==> src/rtl/fifo_param.sv <==
// Parametrised synchronous FIFO with registered read port, a 3-bit control FSM and status/handshake flags.
// Define FIFO_ERR_CNT_EN to add saturating overflow/underflow event counters (wr_err_cnt, rd_err_cnt).
module fifo_param #(
  parameter int DATA_WIDTH = 32,
  parameter int ADDR_WIDTH = 3,
  parameter int AF_LEVEL   = 6,
  parameter int AE_LEVEL   = 2
) (
  input  logic                  clk,
  input  logic                  reset_n,
  input  logic                  wr_en,
  input  logic                  rd_en,
  input  logic [DATA_WIDTH-1:0] din,
  output logic [DATA_WIDTH-1:0] dout,
  output logic [ADDR_WIDTH:0]   data_count,
  output logic [2:0]            state,
  output logic                  full,
  output logic                  empty,
  output logic                  almost_full,
  output logic                  almost_empty,
`ifdef FIFO_ERR_CNT_EN
  output logic [7:0]            wr_err_cnt,
  output logic [7:0]            rd_err_cnt,
`endif
  output logic                  wr_ack,
  output logic                  wr_err,
  output logic                  rd_ack,
  output logic                  rd_err
);

  localparam int DEPTH = 2 ** ADDR_WIDTH;
  localparam int CW    = ADDR_WIDTH + 1;

  typedef enum logic [2:0] {
    ST_INIT     = 3'b000,
    ST_NO_OP    = 3'b001,
    ST_WRITE    = 3'b010,
    ST_WR_ERROR = 3'b011,
    ST_READ     = 3'b100,
    ST_RD_ERROR = 3'b101,
    ST_RW       = 3'b110,
    ST_ILLEGAL  = 3'b111
  } state_t;

  logic [DATA_WIDTH-1:0] r_mem [DEPTH];
  logic [ADDR_WIDTH-1:0] r_wr_ptr, r_rd_ptr;
  logic [CW-1:0]         r_count;
  logic [DATA_WIDTH-1:0] r_dout;
  state_t                r_state, w_state_nxt;
  logic                  w_do_wr, w_do_rd, w_full, w_empty;

  assign w_full  = (r_count == CW'(DEPTH));
  assign w_empty = (r_count == '0);

  // Actions and next state both derive from the pre-edge occupancy; an
  // illegal state spends one edge recovering to NO_OP without side effects.
  always_comb begin
    w_state_nxt = ST_NO_OP;
    w_do_wr     = 1'b0;
    w_do_rd     = 1'b0;
    if (r_state != ST_ILLEGAL) begin
      unique case ({wr_en, rd_en})
        2'b10: begin
          w_state_nxt = w_full ? ST_WR_ERROR : ST_WRITE;
          w_do_wr     = !w_full;
        end
        2'b01: begin
          w_state_nxt = w_empty ? ST_RD_ERROR : ST_READ;
          w_do_rd     = !w_empty;
        end
        2'b11: begin
          // Empty with both requests: write only, read silently dropped.
          w_state_nxt = w_empty ? ST_WRITE : ST_RW;
          w_do_wr     = 1'b1;
          w_do_rd     = !w_empty;
        end
        default: w_state_nxt = ST_NO_OP;
      endcase
    end
  end

  always_ff @(posedge clk or negedge reset_n) begin
    if (!reset_n) begin
      r_state  <= ST_INIT;
      r_wr_ptr <= '0;
      r_rd_ptr <= '0;
      r_count  <= '0;
      r_dout   <= '0;
    end else begin
      r_state <= w_state_nxt;
      r_count <= r_count + CW'(w_do_wr) - CW'(w_do_rd);
      if (w_do_wr) r_wr_ptr <= r_wr_ptr + ADDR_WIDTH'(1);
      if (w_do_rd) begin
        r_rd_ptr <= r_rd_ptr + ADDR_WIDTH'(1);
        r_dout   <= r_mem[r_rd_ptr];
      end
    end
  end

  // Storage is deliberately left out of reset.
  always_ff @(posedge clk) begin
    if (w_do_wr) r_mem[r_wr_ptr] <= din;
  end

`ifdef FIFO_ERR_CNT_EN
  logic [7:0] r_wr_err_cnt, r_rd_err_cnt;

  always_ff @(posedge clk or negedge reset_n) begin
    if (!reset_n) begin
      r_wr_err_cnt <= '0;
      r_rd_err_cnt <= '0;
    end else begin
      if (w_state_nxt == ST_WR_ERROR && r_wr_err_cnt != 8'hFF) r_wr_err_cnt <= r_wr_err_cnt + 8'd1;
      if (w_state_nxt == ST_RD_ERROR && r_rd_err_cnt != 8'hFF) r_rd_err_cnt <= r_rd_err_cnt + 8'd1;
    end
  end

  assign wr_err_cnt = r_wr_err_cnt;
  assign rd_err_cnt = r_rd_err_cnt;
`endif

  assign dout         = r_dout;
  assign data_count   = r_count;
  assign state        = r_state;
  assign full         = w_full;
  assign empty        = w_empty;
  assign almost_full  = (r_count >= CW'(AF_LEVEL));
  assign almost_empty = (r_count <= CW'(AE_LEVEL));
  assign wr_ack       = (r_state == ST_WRITE) || (r_state == ST_RW);
  assign rd_ack       = (r_state == ST_READ)  || (r_state == ST_RW);
  assign wr_err       = (r_state == ST_WR_ERROR);
  assign rd_err       = (r_state == ST_RD_ERROR);

endmodule

==> config.mk <==
export PLATFORM = sky130hd
export DESIGN_NAME = fifo_param
export DESIGN_NICKNAME = d
export VERILOG_FILES = /design/src/rtl/fifo_param.sv
export SDC_FILE = /design/constraint.sdc
export NUM_CORES = 1
export LEC_CHECK = 0
export ABC_AREA = 1
export CAP_MARGIN = 10
export CORE_AREA = 8 8 156 158
export CTS_BUF_LIST = sky130_fd_sc_hd__clkbuf_16
export DETAILED_ROUTE_END_ITERATION = 10
export DIE_AREA = 0 0 164 166
export PLACE_DENSITY = 0.8
export SETUP_SLACK_MARGIN = 0.5
export SLEW_MARGIN = 20
export SYNTH_ARGS = -nofsm -noshare
export SYNTH_HDL_FRONTEND = slang
export SYNTH_SLANG_ARGS = --single-unit
==> constraint.sdc <==
create_clock -name clk -period 3.9 [get_ports clk]
set_input_delay 0.78 -clock clk [delete_from_list [all_inputs] [get_ports clk]]
set_output_delay 0.78 -clock clk [all_outputs]
set_load 0.05 [all_outputs]
==> results.md, run 1 <==
* Critical path type: reg -> out
* Synth Area per Inst at ~10 um2
* DP Area at between 0.01 and 0.015 mm2
* Fin. max-slew vios at 0
* GPL Wtd Cong at approximately 0.76
* TritonCTS buffer count at 29
* PortBufs at between 80 and 90
* Fmax at about 320 MHz
* CTS Hold Bufs at 0
* Final Worst Setup Slack at about 810 ps
* CP arrival at between 2000 and 2500 ps
* Remaining antenna violation count at 0
* Synth Warn # at 0
* Register area at between 0.008 and 0.009 mm2
* Core footprint at around 0.022 mm2
* Post-layout util at between 60% and 70%
* Via density at approximately 5.3
* Layout cells sized above 1 at about 6.2%
* Worst Tran Pin Value at 923 ps
* Leak at ~6.5 nW
* CTS Buffer Depth at 3
* Area Growth Syn to Fin at 16.2%
* Max FO, Critical Path at 4
* Post-Syn Nets at between 1000 and 1500
* Root Buffer: clkbuf_16
* Htree depth at 1
* Clock Skew at about 15 ps
* 1st-pass router iterations at 5
* Post-Synth Simple-Gate Area at 20.5%
* Die Span Y at 166 um
* Row Count at 55
* HP Class: in -> async
* Hold_ws at ~220 ps
* WP buf/inv at 2
* Synth Instances at roughly 1200
* PD cells at about 760 mW/mm2
* DP HPWL at ~17000 um
* Most frequent cells in the layout: nand2_1, edfxtp_1, inv_1, nand3_1, clkdlybuf4s50_1
* Synth Flop Type: edfxtp_1
* Synth async-reset ratio at 15.0%
* Placed Cells at 1545
* Slowest CP cell: clkdlybuf4s50_1
* Critical path capture point type: primary output
* Initial DRC count at 653
* CP Depth at 4
* Fillcell total at 1564
* Initial Utilization at between 50% and 60%
* Post-cts sizing count at 0
* Gr usage total at between 20% and 30%
* Reg clk slew, reported paths at 60 ps
* Routed Wire Length at about 27000 um
* Die area at roughly 0.027 mm2
* Post-route cell area at ~0.015 mm2
* Multi-input logic area at roughly 0.0029 mm2
* Slew margin rel. at about two fifths
* Synth unique cells at 23
* Vias in the first global route at 8624
* Pin count of the biggest net entering global routing at 86
* Post-synthesis sequential area ratio at 69.3%
* Critical Path Max Stage Delay at 860 ps
* Post-synth EDFFs at 256
* Post-synthesis mux area share at 0%
* Final setup viols at 0
* Die X at between 150 and 200 um
* Final Hold Fails at 0
* VDD IR max at between 400 and 500 uV
* Post-CTS setup buffers at 0
* Synth Area in Compound Gates at less than 1%
* Post-synthesis xor/xnor area fraction at less than 1%
* Max-cap violations at 0
* I/O pin count at 83
* Cell family with most CP delay: buffers and inverters
* Clock Sinks at 301
* Setup TNS at 0 ps
* Final nets at around 1300
* Antenna cells at 0
* RSZ-0062 raised after global routing: no
* Number of synthesized register bits at roughly 300
* Place WS at 742 ps
* Vias at 8483
* Syn Std Cell Area at about 0.013 mm2
* CTS tree: built
* Worst-Skew Late Latency at ~540 ps
* Non-filler cells, final at about 1600
* Remaining Overflow, GRT at 0
* Initial antenna violation count at 0
* First-pass GRT wire length at around 44000 um
* Routed length per instance at around 17 um
* Data required, critical path at about 3100 ps
* CP Cell Sequence: inv_1 > ha_1 > nor3b_2 > clkdlybuf4s50_1
* # DRC at 0
* Worst-case reg-to-reg path depth at 8
* Post-synthesis adder-cell area fraction at under 10%
* Final total power at 11.2 mW
* Min Tclk post-route at slightly above 3000 ps
* Tcrit/Tclk final at 79.2%
* Most common cell after layout, fill and taps aside: nand2_1
* Main combinational cell family by area after synthesis: simple AND/OR/NAND/NOR gates
* Worst setup SP type: flop
* Status: finished, final reports clean
## layer usage
layer | GRT usage (%) | wire length (um) | up-vias | part of all wire (%)
met2 | 36.1 | 14200 | 331 | 52
met5 | 0 | 0 | - | 0
met1 | 24.7 | 10800 | 4050 | 39
li1 | - | - | 4045 | -
met3 | 3.25 | 1860 | 57 | 6.8
met4 | 6.09 | 586 | 0 | 2.1
## worst register-to-register path, stage by stage (launching register included)
cell      delay, ps
dfrtp_4         770
clkinv_2        870
buf_4           540
nand2_1          90
nand2_1          60
nand2_1          80
nand3_1          90
nand3_1         140
nand2_1          60
## final timing paths
path	from	to	slack [ps]
min	reset_n	state[0]	220
max reg2reg	r_rd_ptr[0]	dout[8]	1080
max in group asynchronous	reset_n	dout[6]	2910
max	data_count[2]	full	810
min in group clk	dout[18]	dout[18]	480
min reg2reg	dout[18]	dout[18]	480
## sequential cells by signal, summed over array words and instances, names as in the netlist
| name | cells |
|---|---|
| data_count | 4 |
| r_wr_ptr | 3 |
| r_rd_ptr | 3 |
| state | 3 |
| dout | 32 |
| r_mem | 256 |
## synthesized netlist by cell type (all sizes together), types with 3 or more instances
library cell,number,area [um2]
nand3,196,981
inv,211,792
dfrtp,45,1130
clkbuf,5,18.8
buf,51,274
edfxtp,256,7690
ha,10,125
nand2,409,1540
o21ai,3,15.0
nor2,14,60.1
## power by group
group | switching, mW | leakage [nW] | total [mW] | internal, mW
registers | 0.338 | 2.86 | 4.41 | 4.07
clock network | 1.14 | 0.479 | 2.68 | 1.54
logic | 2.86 | 3.11 | 4.10 | 1.24
## cell families (layout without fill, tap and decap cells)
| family | after synthesis | in the layout |
|---|---|---|
| DFF | 301 | 301 |
| AOI/OAI and AO/OA | 5 | 5 |
| and+or+nand+nor | 623 | 623 |
| buffers and inverters | 267 | 369 |
| adders and majority gates | 11 | 11 |
| xor gates and xnor gates | 4 | 4 |
## area by class of cell
| type | instances | area share (%) |
|---|---|---|
| clock buffers | 29 | 4.91 |
| flip-flops and latches | 301 | 59.7 |
| clock inverters | 24 | 1.27 |
| inverters | 211 | 5.37 |
| repair buffers | 105 | 6.86 |
| well taps | 285 | 2.41 |
| multi-input cells | 643 | 19.5 |
No activity file was read; power rests on OpenSTA's default activity.
==> inputs of run 2 (changes only) <==
Clock period 3.9 ns to 3 ns, I/O delays scaled along.
==> run 2 against run 1 <==
Against the previous run:
- first-iteration DRC count grew 20%
- via count grew 0.14%
- final area grew 0.83%
- worst setup slack lost 250 ps
- sequential share of layout area shrank 0.47 points
- critical path type unchanged
- critical endpoint unchanged
==> results.md, run 2 (synthesized netlist as in run 1, its figures left out) <==
* Slew margin rel. at 45.9% (+7.4 points)
* DP Area at 0.0140 mm2 (+1.0%)
* Final Hold Fails at 0 (unchanged)
* Max reg flops at 256 (unchanged)
* Initial DRC count at 784 (+20%)
* Critical path capture point type: primary output
* Met1 wire length at 10800 um (+0.45%)
* Most common cell after layout, fill and taps aside: nand2_1
* Initial Utilization at 57.5% (unchanged)
* Met3 wire length at 1770 um (-4.7%)
* Gr usage total at 20.7% (+0.40 points)
* Vias in the first global route at 8963 (+3.9%)
* Final Worst Setup Slack at 564 ps (-248 ps)
* Fin. max-slew vios at 0 (unchanged)
* Worst Tran Pin Value at 811 ps (-111 ps)
* # DRC at 0 (unchanged)
* Max FO, Critical Path at 4 (unchanged)
* Remaining Overflow, GRT at 0 (unchanged)
* Status: finished, final reports clean
* Most frequent cells in the layout: nand2_1, edfxtp_1, inv_1, nand3_1, clkdlybuf4s50_1
* Pin count of the biggest net entering global routing at 131 (+52%)
* DR WL met2 at 14500 um (+1.7%)
* CTS tree: built
* DP HPWL at 15800 um (-4.4%)
* CTS Buffer Depth at 3 (unchanged)
* Final total power at 14.7 mW (+31%)
* I/O pin count at 83 (unchanged)
* Final nets at 1336 (-0.15%)
* Leak at 6.50 nW (+0.74%)
* TritonCTS buffer count at 29 (unchanged)
* VDD IR max at 567 uV (+14%)
* Die Span Y at 166 um (unchanged)
* Vias at 8495 (+0.14%)
* First-pass GRT wire length at 44900 um (+2.0%)
* Die X at 164 um (unchanged)
* Row Count at 55 (unchanged)
* Post-route cell area at 0.0149 mm2 (+0.83%)
* RSZ-0062 raised after global routing: no
* Critical path type: reg -> out
* Hold_ws at 42.2 ps (-178 ps)
* HP Class: in -> async
* CP arrival at 1840 ps (-470 ps)
* Via density at 5.32 (+0.20%)
* PD cells at 985 mW/mm2 (+30%)
* GPL Wtd Cong at 0.757 (-0.85%)
* Largest Register: r_mem
* Initial antenna violation count at 0 (unchanged)
* Fmax at between 400 and 500 MHz
* Clock Skew at 12.2 ps (-2.77 ps)
* Root Buffer: clkbuf_16
* PortBufs at 82 (unchanged)
* Core footprint at 0.0221 mm2 (unchanged)
* Reg clk slew, reported paths at 60 ps (about the same)
* Data required, critical path at 2400 ps (-720 ps)
* Worst setup SP type: flop
* Routed length per instance at 17.4 um (+1.5%)
* Fillcell total at 1533 (-2.0%)
* Remaining antenna violation count at 0 (unchanged)
* Layout cells sized above 1 at 7.16% (+0.92 points)
* Clock Sinks at 301 (unchanged)
* Highest Signal Layer: met4
* Antenna cells at 0 (unchanged)
* Routed Wire Length at 27800 um (+1.4%)
* Final setup viols at 0 (unchanged)
* 1st-pass router iterations at 6 (+1)
* Die area at 0.0272 mm2 (unchanged)
* Worst-Skew Late Latency at 540 ps (about the same)
* Min Tclk post-route at between 2000 and 2500 ps
* Place WS at 411 ps (-331 ps)
* Setup TNS at 0 ps (unchanged)
* Max-cap violations at 0 (unchanged)
* Tcrit/Tclk final at between 80 and 90%
* Htree depth at 1 (unchanged)
* Area Growth Syn to Fin at 17.1%
-- run 2: repair_timing --
item | CTS | global route
hold buffers | 0 | 0
setup buffers | 0 | 0
endpoints found under the setup margin | 10 | 3
resized for setup | 17 | 4
gates cloned | 0 | 0
-- run 2: power by group --
| part | internal [mW] | leakage [nW] | switching (mW) |
|---|---|---|---|
| logic | 1.69 | 3.15 | 3.90 |
| clock network | 2.01 | 0.486 | 1.47 |
| registers | 5.30 | 2.86 | 0.299 |
-- run 2: layout make-up --
| cell class | instances | area, um2 | area share [%] |
|---|---|---|---|
| sequential | 301 | 8820 | 59.2 |
| clock inverter | 25 | 188 | 1.26 |
| timing repair buffer | 103 | 1090 | 7.35 |
| clock buffer | 29 | 726 | 4.87 |
| multi-input combinational | 643 | 2910 | 19.6 |
| tap | 285 | 357 | 2.39 |
| inverter | 211 | 793 | 5.33 |
-- run 2: worst paths after layout --
path / startpoint / endpoint / slack, ps / cells after the start
setup reg to reg: data_count[2] / r_mem[1][23] / 770 / 7
setup / recovery: data_count[2] / full / 560 / 4
max in group asynchronous: reset_n / r_rd_ptr[0] / 2130 / 2
min in group clk: dout[28] / dout[28] / 480 / 2
hold / removal: reset_n / state[0] / 40 / 1
hold reg to reg: dout[28] / dout[28] / 480 / 2
-- run 2: critical path, cell delays in order, from the launching register on --
cell and delay (ps):
dfrtp_2 430, inv_2 90, ha_2 160, nor3b_4 220
clkdlybuf4s18_2 400
-- run 2: metal layers --
metal,track usage (%),vias up
met1,25.4,4044
met4,8.78,0
met3,2.43,62
met5,0,-
met2,36.1,353
li1,-,4036
-- run 2: stage by stage --
step | std cells | utilization (%)
3_5_place_dp | 1543 | 63.3
2_1_floorplan | 1211 | -
3_3_place_gp | 1543 | 63.3
6_report | 1597 | 67.4
5_1_grt | 1597 | 67.4
4_1_cts | 1597 | 67.5
==> inputs of run 3 (changes only) <==
Clock period 3 ns to 2.5 ns, I/O delays scaled along.
==> run 3 against run 2 <==
Against the previous run:
- via count is 6.6% higher
- highest routed layer unchanged
- routed wire length up 19%
- final area rose by 6.2%
- critical path type unchanged
- clock power grew 19%
- first-iteration DRC count is 54% higher
- die area is the same
- utilization increased by 4.2 points
==> results.md, run 3 (synthesized netlist as in run 1, its figures left out) <==
* Status: finished, final reports clean
* Register area at 0.00882 mm2 (about the same)
* Final nets at 1390 (+4.0%)
* Crit path launch: data_count[2]
* TritonCTS buffer count at 29 (unchanged)
* CTS Buffer Depth at 3 (unchanged)
* Largest Register: r_mem
* Area Growth Syn to Fin at 24.4%
* 1st-pass router iterations at 7 (+1)
* RR Endpoint: r_mem[1][7]
* PD cells at 1160 mW/mm2 (+18%)
* Remaining antenna violation count at 0 (unchanged)
* RSZ-0062 raised after global routing: yes
* Row Count at 55 (unchanged)
* Gr usage total at 21.8% (+1.2 points)
* Fin. max-slew vios at 0 (unchanged)
* Critical Path Max Stage Delay at 440 ps (about the same)
* Root Buffer: clkbuf_16
* Setup TNS at 0 ps (unchanged)
* Clock Skew at 14.8 ps (+2.62 ps)
* Worst-Skew Late Latency at 550 ps (about the same)
* CTS tree: built
* Most common cell after layout, fill and taps aside: nand2_1
* Remaining Overflow, GRT at 0 (unchanged)
* CP arrival at 1700 ps (-140 ps)
* # DRC at 0 (unchanged)
* Slew margin rel. at 43.2% (-2.7 points)
* Max FO, Critical Path at 4 (unchanged)
* First-pass GRT wire length at 47300 um (+5.3%)
* Max-cap violations at 0 (unchanged)
* Htree depth at 1 (unchanged)
* Final total power at 18.4 mW (+25%)
* VDD IR max at 667 uV (+18%)
* Tcrit/Tclk final at about nine tenths
* Critical path type: reg -> out
* Die Span Y at 166 um (unchanged)
* Crit path capture: almost_empty
* Worst setup SP type: flop
* Slowest CP cell: dfrtp_2
* Initial DRC count at 1209 (+54%)
* Post-route cell area at 0.0158 mm2 (+6.2%)
* RR Startpoint: data_count[2]
* Max reg flops at 256 (unchanged)
* Final Hold Fails at 0 (unchanged)
* Vias in the first global route at 9002 (+0.44%)
* Worst Tran Pin Value at 852 ps (+40.5 ps)
* R2r setup slk at 300 ps (-470 ps)
* DP Area at 0.0141 mm2 (+1.1%)
* CP Cell Sequence: inv_4 > buf_6 > ha_4 > nand2_2 > nand2_1 > o31ai_2 > buf_6
* Min Tclk post-route at between 2000 and 2500 ps
* Final setup viols at 0 (unchanged)
* Data required, critical path at 2000 ps (-400 ps)
* Die X at 164 um (unchanged)
* DP HPWL at 16700 um (+5.7%)
* Worst-case reg-to-reg path depth at 11 (+4)
* Core footprint at 0.0221 mm2 (unchanged)
* Via density at 5.49 (+3.2%)
* Initial Utilization at 57.5% (unchanged)
* Fillcell total at 1401 (-8.6%)
* Die area at 0.0272 mm2 (unchanged)
* HP Class: in -> async
* Vias at 9057 (+6.6%)
* Layout cells sized above 1 at 12.2% (+5.1 points)
* Crit-path most repeated cell: buf_6
* Most frequent cells in the layout: nand2_1, edfxtp_1, inv_1, nand3_1, dfrtp_1
* Antenna cells at 0 (unchanged)
* Multi-input logic area at 0.00302 mm2 (+3.8%)
* I/O pin count at 83 (unchanged)
* Critical path capture point type: primary output
* PortBufs at 82 (unchanged)
* Routed Wire Length at 33100 um (+19%)
* Clock Sinks at 301 (unchanged)
* Routed length per instance at 20.1 um (+15%)
* Initial antenna violation count at 0 (unchanged)
* Fmax at ~450 MHz
* Leak at 6.98 nW (+7.4%)
* Pin count of the biggest net entering global routing at 131 (unchanged)
* Post-layout util at 71.6% (+4.2 points)
* Reg clk slew, reported paths at 60 ps (about the same)
* GPL Wtd Cong at 0.758 (+0.13%)
run 3: timing repair:
item,CTS,global route
endpoints found under the setup margin,226,293
gates resized for setup,94,39
pin swaps,10,12
hold endpoints to repair,15,0
cloned,5,11
hold buffers,1,0
setup buffers,21,8
run 3: per-layer routing:
metal | global-route usage, % | share of wire, % | vias to the layer above
met3 | 3.45 | 8.5 | 90
met4 | 7.32 | 3.7 | 0
met1 | 27.7 | 37 | 4335
met5 | 0 | 0 | -
met2 | 37.5 | 51 | 480
li1 | - | - | 4152
run 3: report_power, final:
group / switching, mW / internal [mW] / total [mW]
sequential: 0.416 / 6.36 / 6.77
combinational: 5.09 / 2.41 / 7.50
clock: 1.83 / 2.30 / 4.13
total: 7.34 / 11.1 / 18.4
run 3: layout make-up:
cell class | instances | share of cell area [%]
well taps | 285 | 2.26
multi-input cells | 643 | 19.1
inverters | 211 | 5.05
clock inverters | 24 | 0.981
flip-flops and latches | 301 | 55.8
clock buffers | 29 | 4.59
repair buffers | 157 | 12.2
run 3: critical path: cells and delay by family (launching register included):
kind,cells,cell delay [ps]
fa+ha+maj,1,130
flops,1,440
compound gates,1,70
simple gates,2,140
buf+inv,3,370
run 3: worst min path at each step:
stage | startpoint | end
finish | reset_n | state[1]
global route | reset_n | state[2]
CTS | reset_n | dout[25]
detailed placement | reset_n | state[1]
global placement | reset_n | state[2]
floorplan | reset_n | data_count[0]
run 3: through the flow:
stage	hold slack (ps)	setup slack [ps]	cells
6_report	410	297	1650
5_1_grt	431	237	1650
4_1_cts	441	291	1631
3_5_place_dp	451	85.7	1551
3_3_place_gp	449	126	1551
2_1_floorplan	204	-15.2	1211
